--- src/rtl/stereo_axis_pkg.sv ---
// stereo_axis_pkg: shared pixel constants and gray-to-RGB helper for the stereo AXIS stages.
package stereo_axis_pkg;
   localparam int GRAY_PIX_W = 8;
   localparam int RGB_PIX_W = 24;
   localparam int PIX_PER_GRAY_BEAT = 4;
   function automatic logic [RGB_PIX_W-1:0] gray8_to_rgb24(input logic [GRAY_PIX_W-1:0] g);
      return {3{g}};
   endfunction
endpackage

--- src/rtl/gray_to_rgb_axis_if.sv ---
// gray_to_rgb_axis_if: AXI4-Stream bundle with tuser/tlast, parameterised data width.
interface gray_to_rgb_axis_if #(parameter int W = 32);
   logic tvalid;
   logic tready;
   logic [W-1:0] tdata;
   logic tuser;
   logic tlast;
   modport master(output tvalid, tdata, tuser, tlast, input tready);
   modport slave(input tvalid, tdata, tuser, tlast, output tready);
endinterface

--- src/rtl/gray_to_rgb_axis.sv ---
// gray_to_rgb_axis: expands a 4-pixel gray beat into 1, 2 or 4 RGB beats with R=G=B=gray.
module gray_to_rgb_axis
   import stereo_axis_pkg::*;
#(
   parameter int C_S_AXIS_gray_TDATA_WIDTH = 32,
   parameter int C_M_AXIS_rgb_TDATA_WIDTH = 24
) (
   input logic aclk,
   input logic aresetn,
   gray_to_rgb_axis_if.slave s_axis_gray,
   gray_to_rgb_axis_if.master m_axis_rgb
);
   localparam int P = C_M_AXIS_rgb_TDATA_WIDTH / RGB_PIX_W;
   localparam int R = PIX_PER_GRAY_BEAT / P;
   localparam int SW = (R > 1) ? $clog2(R) : 1;
   localparam int PW = GRAY_PIX_W * P;
   if ((C_M_AXIS_rgb_TDATA_WIDTH != 24 && C_M_AXIS_rgb_TDATA_WIDTH != 48 &&
        C_M_AXIS_rgb_TDATA_WIDTH != 96) ||
       C_S_AXIS_gray_TDATA_WIDTH != GRAY_PIX_W * PIX_PER_GRAY_BEAT) begin : g_bad_width
      $error("gray_to_rgb_axis: unsupported TDATA width");
   end
   logic [C_S_AXIS_gray_TDATA_WIDTH-1:0] hold_data;
   logic hold_user;
   logic hold_last;
   logic hold_valid;
   logic [SW-1:0] sub;
   logic last_sub;
   logic s_fire;
   logic m_fire;
   logic [PW-1:0] px;
   assign last_sub = (sub == SW'(R - 1));
   // Ready looks straight through to downstream ready so a new beat lands with no bubble.
   assign s_axis_gray.tready = !hold_valid || (m_axis_rgb.tready && last_sub);
   assign s_fire = s_axis_gray.tvalid && s_axis_gray.tready;
   assign m_fire = hold_valid && m_axis_rgb.tready;
   always_ff @(posedge aclk or negedge aresetn) begin
      if (!aresetn) begin
         hold_data <= '0;
         hold_user <= 1'b0;
         hold_last <= 1'b0;
         hold_valid <= 1'b0;
         sub <= '0;
      end else if (s_fire) begin
         hold_data <= s_axis_gray.tdata;
         hold_user <= s_axis_gray.tuser;
         hold_last <= s_axis_gray.tlast;
         hold_valid <= 1'b1;
         sub <= '0;
      end else if (m_fire) begin
         sub <= last_sub ? '0 : sub + 1'b1;
         hold_valid <= !last_sub;
      end
   end
   always_comb begin
      px = PW'(hold_data >> (PW * int'(sub)));
      m_axis_rgb.tdata = '0;
      for (int j = 0; j < P; j++)
         m_axis_rgb.tdata[RGB_PIX_W*j +: RGB_PIX_W] = gray8_to_rgb24(px[GRAY_PIX_W*j +: GRAY_PIX_W]);
   end
   assign m_axis_rgb.tvalid = hold_valid;
   assign m_axis_rgb.tuser = hold_user && (sub == '0);
   assign m_axis_rgb.tlast = hold_last && last_sub;
endmodule

--- src/flat_wrapper.sv ---
// flat-port wrapper written by rule: the top's interface ports become plain ports
module gray_to_rgb_axis_flat import stereo_axis_pkg::*;
#(
   parameter int C_S_AXIS_gray_TDATA_WIDTH = 32,
   parameter int C_M_AXIS_rgb_TDATA_WIDTH = 24
)
  (aclk, aresetn, s_axis_gray_tvalid, s_axis_gray_tdata, s_axis_gray_tuser, s_axis_gray_tlast, s_axis_gray_tready, m_axis_rgb_tvalid, m_axis_rgb_tdata, m_axis_rgb_tuser, m_axis_rgb_tlast, m_axis_rgb_tready);
  gray_to_rgb_axis_if #(.W(32)) s_axis_gray_i ();
  gray_to_rgb_axis_if #(.W(24)) m_axis_rgb_i ();
  input logic aclk;
  input logic aresetn;
  input wire logic [$bits(s_axis_gray_i.tvalid)-1:0] s_axis_gray_tvalid;
  input wire logic [$bits(s_axis_gray_i.tdata)-1:0] s_axis_gray_tdata;
  input wire logic [$bits(s_axis_gray_i.tuser)-1:0] s_axis_gray_tuser;
  input wire logic [$bits(s_axis_gray_i.tlast)-1:0] s_axis_gray_tlast;
  output wire logic [$bits(s_axis_gray_i.tready)-1:0] s_axis_gray_tready;
  output wire logic [$bits(m_axis_rgb_i.tvalid)-1:0] m_axis_rgb_tvalid;
  output wire logic [$bits(m_axis_rgb_i.tdata)-1:0] m_axis_rgb_tdata;
  output wire logic [$bits(m_axis_rgb_i.tuser)-1:0] m_axis_rgb_tuser;
  output wire logic [$bits(m_axis_rgb_i.tlast)-1:0] m_axis_rgb_tlast;
  input wire logic [$bits(m_axis_rgb_i.tready)-1:0] m_axis_rgb_tready;
  assign s_axis_gray_i.tvalid = s_axis_gray_tvalid;
  assign s_axis_gray_i.tdata = s_axis_gray_tdata;
  assign s_axis_gray_i.tuser = s_axis_gray_tuser;
  assign s_axis_gray_i.tlast = s_axis_gray_tlast;
  assign s_axis_gray_tready = s_axis_gray_i.tready;
  assign m_axis_rgb_tvalid = m_axis_rgb_i.tvalid;
  assign m_axis_rgb_tdata = m_axis_rgb_i.tdata;
  assign m_axis_rgb_tuser = m_axis_rgb_i.tuser;
  assign m_axis_rgb_tlast = m_axis_rgb_i.tlast;
  assign m_axis_rgb_i.tready = m_axis_rgb_tready;
  gray_to_rgb_axis #(.C_S_AXIS_gray_TDATA_WIDTH(C_S_AXIS_gray_TDATA_WIDTH), .C_M_AXIS_rgb_TDATA_WIDTH(C_M_AXIS_rgb_TDATA_WIDTH)) u_core (.aclk(aclk), .aresetn(aresetn), .s_axis_gray(s_axis_gray_i), .m_axis_rgb(m_axis_rgb_i));
endmodule
--- config.mk ---
export PLATFORM = sky130hd
export DESIGN_NAME = gray_to_rgb_axis_flat
export DESIGN_NICKNAME = d
export VERILOG_FILES = /design/src/rtl/stereo_axis_pkg.sv /design/src/rtl/gray_to_rgb_axis_if.sv /design/src/rtl/gray_to_rgb_axis.sv /design/src/flat_wrapper.sv
export SDC_FILE = /design/constraint.sdc
export NUM_CORES = 1
export LEC_CHECK = 0
export ABC_AREA = 1
export CAP_MARGIN = 20
export CORE_MARGIN = 2
export CORE_UTILIZATION = 42
export DETAILED_ROUTE_END_ITERATION = 16
export PLACE_DENSITY_LB_ADDON = 0.2
export SYNTH_ARGS = -nofsm -noshare
export SYNTH_HDL_FRONTEND = slang
export SYNTH_SLANG_ARGS = --single-unit
--- constraint.sdc ---
create_clock -name aclk -period 1.2 [get_ports aclk]
set_input_delay 0.12 -clock aclk [delete_from_list [all_inputs] [get_ports aclk]]
set_output_delay 0.12 -clock aclk [all_outputs]
set_load 0.005 [all_outputs]
Word level (Yosys, flattened, before mapping)
Cells that the tools add are included.
Word-level totals
  flip-flop bits (word level): 37
  logic and storage cells: 23
  input bits: 38
  output and inout port bits: 28
Cells by class
  reduce and logical (&&, ||, !) cells: 10
  equality and inequality tests: 1
  add/sub/neg operators: 1
  shift operators: 1
  multiplexer cells: 5
Operators by type and width (number)
  $shr 32x5->8: 1
  $mux 2: 3
  $logic_and 1x1->1: 5
  $add 2x1->2 const B: 1
  $eq 2x2->1 const B: 1
  $logic_not 1->1: 2
  $logic_not 2->1: 1
  $mux 1: 2
  $reduce_bool 2->1: 1
  $logic_or 1x1->1: 1

Depth between registers and ports, before layout
Gate-level depths: netlist (run 1).
  word-level depth: 5
  depth in mapped cells: 7
  mapped depth without buffers: 6

Worst setup path before layout (run 1)
Ideal clock, no wire load.
  path kind: reg-to-reg
  start: register u_core.sub[0]
  end: register u_core.hold_data[2]
  buffers on the path: 1
  arrival time: 1.069 ns
  cell stages (with the launch flop): 7
  library setup time: 0.115 ns
  data required time: 1.085 ns
  period minus slack after synthesis: 1.185 ns
  slack: 0.015 ns
  path through: dfrtp_1 -> ha_1 -> nand2_2 -> nand2_4 -> buf_4 -> nand3_1 -> nand2_2
Between the ends
  longest elaborated chain between the ends: 4
RTL lines
  start: declaration: RTL line gray_to_rgb_axis.sv:26  | logic [SW-1:0] sub;
  start signal: assignment: RTL line gray_to_rgb_axis.sv:50  | sub <= last_sub ? '0 : sub + 1'b1;
  $eq 2x2->1: RTL line gray_to_rgb_axis.sv:31  | assign last_sub = (sub == SW'(R - 1));
  $logic_and 1x1->1: RTL line gray_to_rgb_axis.sv:33  | assign s_axis_gray.tready = !hold_valid || (m_axis_rgb.tready && last_sub);
  $logic_or 1x1->1: RTL line gray_to_rgb_axis.sv:33
  net s_axis_gray_tready: RTL line flat_wrapper.sv:16  | output wire logic [$bits(s_axis_gray_i.tready)-1:0] s_axis_gray_tready;
  $logic_and 1x1->1: RTL line gray_to_rgb_axis.sv:34  | assign s_fire = s_axis_gray.tvalid && s_axis_gray.tready;
  end signal: assignment: RTL line gray_to_rgb_axis.sv:44  | hold_data <= s_axis_gray.tdata;
  end: declaration: RTL line gray_to_rgb_axis.sv:22  | logic [C_S_AXIS_gray_TDATA_WIDTH-1:0] hold_data;
The timed path passes the listed nets, and every way through them passes these cells.
A chain may end at the register's enable or synchronous reset.

Worst setup path in the final report (run 1)
  start: register u_core.sub[0]
  end: output port m_axis_rgb_tdata[1]
Between the ends
  longest elaborated chain between the ends: 1
RTL lines
  $shr 32x5->8: RTL line gray_to_rgb_axis.sv:55  | px = PW'(hold_data >> (PW * int'(sub)));
  end: declaration: RTL line flat_wrapper.sv:18  | output wire logic [$bits(m_axis_rgb_i.tdata)-1:0] m_axis_rgb_tdata;
No other way between the ends.

==> run summary, run 1 <==
Number of clock sinks -> 37
Critical Path Sink Type -> output pin
Core Rows -> 26
Post-DP HPWL -> 3.51 mm
Mapped cell area -> 0.00216 mm2
Post-synthesis sequential area ratio -> 42.9%
Fin Hold WS -> 0.316 ns
Area Overhead vs Synth -> 57.7%
Vias after detailed routing -> 1999
CTS tree -> yes
Die Y -> 75.6 um
Synth Instances -> 248
Slowest-stage cell, CP -> dfrtp_1
Core Box Area -> 0.00504 mm2
Largest net degree at the start of global routing -> 38
Min Tclk post-route -> 1.69 ns
Worst path required time -> 1.08 ns
Synth Area per Inst -> 8.69 um2
DR vias/cell -> 4.74
Yosys reg bits -> 37
Slew headroom -> 85.5%
Most used cell, CP -> buf_6
Starting density of the core -> 42.8%
Failing checks -> setup timing
Startpoint types -> flop
CTS clk-pin slew, worst paths -> 0.08 ns
DIE AREA -> 0.00572 mm2
Final Cycle Share -> 141%
Pleak -> 1.68 nW
# setup viols final -> 62
Kind of cell adding the most delay to the critical path -> buffers and inverters
Drt first pass iters -> 4
First-pass GRT wire length -> 9.46 mm
Buffers on Ports -> 65
I/O pins -> 66
Clock Skew -> 0.00867 ns
Worst Setup Slack, final -> -0.494 ns
Post-layout nets -> 391
Status -> complete, but fails checks
Final-report hold violation count -> 0
Grt ovf -> 0
Cts bufs inserted -> 5
Layout cells sized above 1 -> 46.6%
Worst-Margin Slew -> 0.218 ns
Buf/Inv on CP -> 5
Crit Path Category -> flop to output pin
Worst-path fanout max -> 6
Pwr dens -> 2550 mW/mm2
CP max stage delay -> 0.36 ns
Max-cap violations -> 0
RePlAce Congestion -> 0.774
Dpl ws -> -0.368 ns
Root buffer cell -> clkbuf_8
Peak Freq -> 590 MHz
DRC violations left -> 0
CP arrival -> 1.57 ns
# diodes -> 0
RSZ-0062 raised after global routing -> true
Filler instances -> 418
Syn nets -> 288
Total Power -> 0.00866 W
Worst-case clock buffer depth -> 2
Total wire length -> 6.31 mm
Number of synthesis warnings -> 0
GRT Overall Usage -> 22.7%
Final core occ -> 67.4%
Synth unique cells -> 16
Total Neg Setup Slack -> -16.19 ns
Htree depth -> 2
DRT antenna net count -> 0
Initial antenna violation count -> 0
Worst Hold Class -> primary input to asynchronous set/reset pin
Worst-Skew Late Latency -> 0.29 ns
Max VDD drop -> 1.40 mV
Die width -> 75.6 um
Reg2Reg Depth -> 8
Drt initial violations -> 142
Vias in the first global route -> 1924
CP Cell Sequence -> inv_2, buf_6, buf_12, o211ai_1, nand2_1, buf_6, buf_6
Fin. max-slew vios -> 0
Critical path depth -> 7
Wire length per cell -> 14.9 um
## area by class of cell
class / count / area, um2 / area share [%]
Clock buffer: 8 / 80.1 / 2.36
Inverter: 23 / 87.6 / 2.58
Multi-Input combinational cell: 164 / 1090 / 32.1
Timing Repair Buffer: 120 / 1130 / 33.2
Tap cell: 70 / 87.6 / 2.58
Sequential cell: 37 / 926 / 27.2
## state kept, by name, summed over array words and instances, names as in the netlist
name	count
u_core.hold_user	1
u_core.m_axis_rgb.tvalid	1
u_core.hold_data	32
u_core.hold_last	1
u_core.sub	2
## stage by stage
step           instance area, um2  cells
2_1_floorplan                2160    248
5_1_grt                      3400    422
3_3_place_gp                 2990    393
4_1_cts                      3320    421
3_5_place_dp                 2990    393
6_report                     3400    422
## final timing paths
kind | startpoint | to | slack, ns
max | u_core.sub[0]$_DFFE_PN0P_ | m_axis_rgb_tdata[1] | -0.49
min | aresetn | u_core.hold_data[27]$_DFFE_PN0P_ | 0.32
max reg2reg | u_core.sub[0]$_DFFE_PN0P_ | u_core.hold_data[17]$_DFFE_PN0P_ | -0.22
min reg2reg | u_core.hold_data[12]$_DFFE_PN0P_ | u_core.hold_data[12]$_DFFE_PN0P_ | 0.48
max in group asynchronous | aresetn | u_core.hold_data[14]$_DFFE_PN0P_ | 0.67
min in group aclk | s_axis_gray_tdata[12] | u_core.hold_data[12]$_DFFE_PN0P_ | 0.38
## cell usage after synthesis
master,number,share of area [%]
nand4_1,1,0.29
nand3_1,36,8.4
nand2_2,61,18
inv_2,1,0.17
nand2_1,39,6.8
buf_12,3,2.8
nand2_4,1,0.52
buf_4,21,7.3
clkinv_1,1,0.17
o21ai_0,1,0.23
o211ai_1,16,5.6
inv_1,21,3.7
nand2_8,1,0.93
buf_2,6,1.4
ha_1,2,1.2
dfrtp_1,37,43
## cell families after synthesis
group / count (synthesis) / synth area share, %
AO/OA/AOI/OAI: 17 / 5.80
adder cells (fa/ha/maj): 2 / 1.16
buffers and inverters: 53 / 15.5
flip-flops: 37 / 42.9
AND/OR/NAND/NOR: 139 / 34.6
## timing repair
item / in CTS / in global routing
endpoints found under the setup margin: 63 / 63
resized for setup: 134 / 15
endpoints found under the hold margin: 37 / 0
cloned: 8 / 2
pin swaps: 17 / 9
buffers inserted: 11 / 0
hold buffers: 1 / 0
## power by group
part           leakage [nW]  internal [W]  switching [W]  total, W
sequential            0.460       0.00181       0.000360   0.00217
clock                0.0395      0.000414       0.000462  0.000876
combinational          1.18       0.00304        0.00257   0.00561
## cells in the final DEF, fill, tap and decap left out
cell type	Yosys	routed
buf_16	0	2
inv_1	21	21
nand4_1	1	1
o21ai_0	1	1
nand3_2	0	1
clkinv_2	0	1
nand3_1	36	35
o211ai_1	16	16
nand2_1	39	35
buf_4	21	38
ha_2	0	1
inv_2	1	1
clkbuf_16	0	1
clkbuf_1	0	3
clkdlybuf4s50_1	0	36
buf_6	0	11
nand2_2	61	58
dfrtp_1	37	37
dlygate4sd3_1	0	1
nand2_4	1	7
dlygate4sd2_1	0	2
buf_8	0	1
nand2_8	1	8
clkbuf_8	0	5
buf_2	6	21
buf_12	3	6
clkdlybuf4s15_2	0	1
ha_4	0	1
## metal layers
metal / track usage [%] / vias to the layer above / part of all wire, % / wire (um)
met5: 0 / - / 0 / 0
met4: 4.68 / 0 / 1.0 / 63
met3: 3.97 / 5 / 4.3 / 270
met2: 41.3 / 68 / 52 / 3290
met1: 28.1 / 937 / 42 / 2680
li1: - / 989 / - / -
## worst min-delay path, stage by stage
cell and delay [ns]:
dlygate4sd3_1 0.52, buf_2 0.12, buf_12 0.22
(Power assumes the default switching activity.)
==> inputs of run 2 (changes only) <==
--- a/config.mk
+++ b/config.mk
@@ -7,10 +7,12 @@
 export LEC_CHECK = 0
 export ABC_AREA = 1
 export CAP_MARGIN = 20
+export CORE_ASPECT_RATIO = 2
 export CORE_MARGIN = 2
 export CORE_UTILIZATION = 42
 export DETAILED_ROUTE_END_ITERATION = 16
 export PLACE_DENSITY_LB_ADDON = 0.2
+export SKIP_LAST_GASP = 1
 export SYNTH_ARGS = -nofsm -noshare
 export SYNTH_HDL_FRONTEND = slang
 export SYNTH_SLANG_ARGS = --single-unit
==> run 2 against run 1 <==
The flow still finishes with violations (setup timing); non-clock buffer count increased by 7; global-route usage decreased by 1.7 points; cell count decreased by 2.8%; utilization increased by 2.5 points; die area increased by 0.61%; clock skew decreased by 0.0048 ns; worst hold slack got worse by 0.021 ns; via count decreased by 3.3%; first-iteration DRC count decreased by 82%; clock power decreased by 3.5%; fmax increased by 1.9%; sequential power about the same; critical endpoint is now u_core.hold_data[14]$_DFFE_PN0P_; largest power group unchanged.
==> run summary, run 2 (synthesized netlist as in run 1, its figures left out) <==
Status -> complete, but fails checks
Failing checks -> setup timing
Wire length per cell -> 13.6 um
Largest net degree at the start of global routing -> 24
Most frequent cells in the layout -> 59 x nand2_2, 37 x dfrtp_1, 36 x nand2_1, 36 x clkdlybuf4s50_1, 35 x buf_4
Post-layout nets -> 392
Vias in the first global route -> 1961
Worst r2r dst -> u_core.hold_data[14]$_DFFE_PN0P_
CTS tree -> yes
GRT Overall Usage -> 20.9%
Vias after detailed routing -> 1933
Initial antenna violation count -> 0
Final-report hold violation count -> 0
Die width -> 54.7 um
CP Cell Sequence -> buf_4, buf_4, ha_4, nand2_4, nand2_4, buf_6, nand2_8, buf_12, buf_12, buf_16, nand2_2, nand2_2
Comb power frac -> 63.4%
Die Y -> 105 um
Worst-case clock buffer depth -> 2
R2R Path Start -> u_core.sub[0]$_DFFE_PN0P_
Int Power -> 0.00510 W
Starting density of the core -> 43.9%
Crit Path Category -> flop to flop
First-pass GRT wire length -> 9.04 mm
CTS clk-pin slew, worst paths -> 0.08 ns
Buf/Inv on CP -> 6
Pleak -> 1.74 nW
Root buffer cell -> clkbuf_8
Startpoint types -> flop
Dpl ws -> -0.309 ns
Worst-Skew Late Latency -> 0.28 ns
Layout cells sized above 1 -> 49.9%
Core Box Area -> 0.00491 mm2
Max VDD drop -> 1.48 mV
DIE AREA -> 0.00576 mm2
Switching Share -> 38.1%
I/O pins -> 66
Peak Freq -> 602 MHz
Commonest non-fill, non-tap cell in the layout -> nand2_2
Buffers on Ports -> 65
Met3 usage -> 3.12%
Top Usage Layer GRT -> met2
Grt ovf -> 0
Total Power -> 0.00824 W
Area Overhead vs Synth -> 59.3%
Multi-input combinational cell area -> 993 um2
Post-DP HPWL -> 3.51 mm
RSZ-0062 raised after global routing -> true
Worst Setup SP -> u_core.sub[0]$_DFFE_PN0P_
Slew headroom -> 72.4%
DRC violations left -> 0
CP arrival -> 1.85 ns
# setup viols final -> 63
Critical Path Sink Type -> flop
Max-cap violations -> 0
Min Tclk post-route -> 1.66 ns
DR vias/cell -> 4.71
Slowest-stage cell, CP -> dfrtp_1
Total Neg Setup Slack -> -23.70 ns
Sequential power share -> 26.4%
Met2 Use GR -> 36.0%
Core Rows -> 36
Worst-path fanout max -> 5
Drt first pass iters -> 4
Worst Setup Slack, final -> -0.462 ns
Filler instances -> 388
Flip-flop count of the largest register after layout -> 32
Clock Power Share -> 10.3%
Total wire length -> 5.56 mm
Worst path required time -> 1.39 ns
Reg2Reg Depth -> 12
Seq. cell area -> 926 um2
RePlAce Congestion -> 0.749
DRT antenna net count -> 0
Pwr dens -> 2400 mW/mm2
CP max stage delay -> 0.36 ns
Worst R2R Setup Slack -> -0.46 ns
# diodes -> 0
Worst-Margin Slew -> 0.414 ns
Drt initial violations -> 26
Number of clock sinks -> 37
Top reg by flops -> u_core.hold_data
Kind of cell adding the most delay to the critical path -> buffers and inverters
P_sw -> 0.00314 W
Regs by FF count -> u_core.hold_data (32), u_core.sub (2)
Clock Skew -> 0.00382 ns
Cts bufs inserted -> 5
Htree depth -> 2
Fin. max-slew vios -> 0
Final Cycle Share -> 139%
Global-route met1 utilization -> 24.8%
Worst Hold Class -> primary input to asynchronous set/reset pin
run 2: power by group through the flow:
stage / Sequential [W] / Combinational, W / Clock (W)
after floorplan: 0.00214 / 0.00278 / 0
after global placement: 0.00213 / 0.00474 / 0
after detailed placement: 0.00215 / 0.00481 / 0
after CTS: 0.00214 / 0.00496 / 0.000863
after global routing: 0.00224 / 0.00573 / 0.000918
final: 0.00217 / 0.00522 / 0.000845
run 2: repair_timing:
item,CTS,global route
resized for setup,120,38
buffers inserted,15,7
endpoints found under the hold margin,15,0
setup endpoints to repair,63,64
pin swaps,12,7
cloned,4,1
hold buffers,1,0
run 2: through the flow:
step / utilization [%] / cells / area, um2 / hold slack (ns)
after floorplan: - / 248 / 2160 / -0.176
after global placement: 61.0 / 379 / 2990 / 0.0757
after detailed placement: 61.0 / 379 / 2990 / 0.0740
after CTS: 66.8 / 406 / 3280 / 0.304
after global routing: 70.0 / 410 / 3430 / 0.334
final: 70.0 / 410 / 3430 / 0.295
run 2: final cells by class:
| cell class | count | area share [%] |
|---|---|---|
| Clock inverter | 2 | 0.291 |
| Inverter | 23 | 2.59 |
| Tap cell | 57 | 2.08 |
| Timing Repair Buffer | 127 | 37.0 |
| Sequential cell | 37 | 27.0 |
| Multi-Input combinational cell | 158 | 28.9 |
| Clock buffer | 6 | 2.11 |
run 2: per-layer routing:
metal | routed length [um] | part of all wire [%]
met1 | 2130 | 38
met2 | 3120 | 56
met3 | 194 | 3.5
met4 | 114 | 2.1
met5 | 0 | 0
run 2: worst max path at each step:
stage                     slack (ns)                               end  depth (start not counted)
after floorplan                 0.02   u_core.hold_data[2]$_DFFE_PN0P_                          6
after global placement         -0.30                  m_axis_rgb_tuser                          5
after detailed placement       -0.31                  m_axis_rgb_tuser                          5
after CTS                      -0.43              m_axis_rgb_tdata[13]                          7
after global routing           -0.55              m_axis_rgb_tdata[13]                          7
final                          -0.46  u_core.hold_data[14]$_DFFE_PN0P_                         12
run 2: worst register-to-register path, delay by kind of cell, from the launching register on:
kind,cells,cell delay [ns]
adders and majority gates,1,0.16
buffers and inverters,6,0.74
and+or+nand+nor,5,0.30
DFF,1,0.36
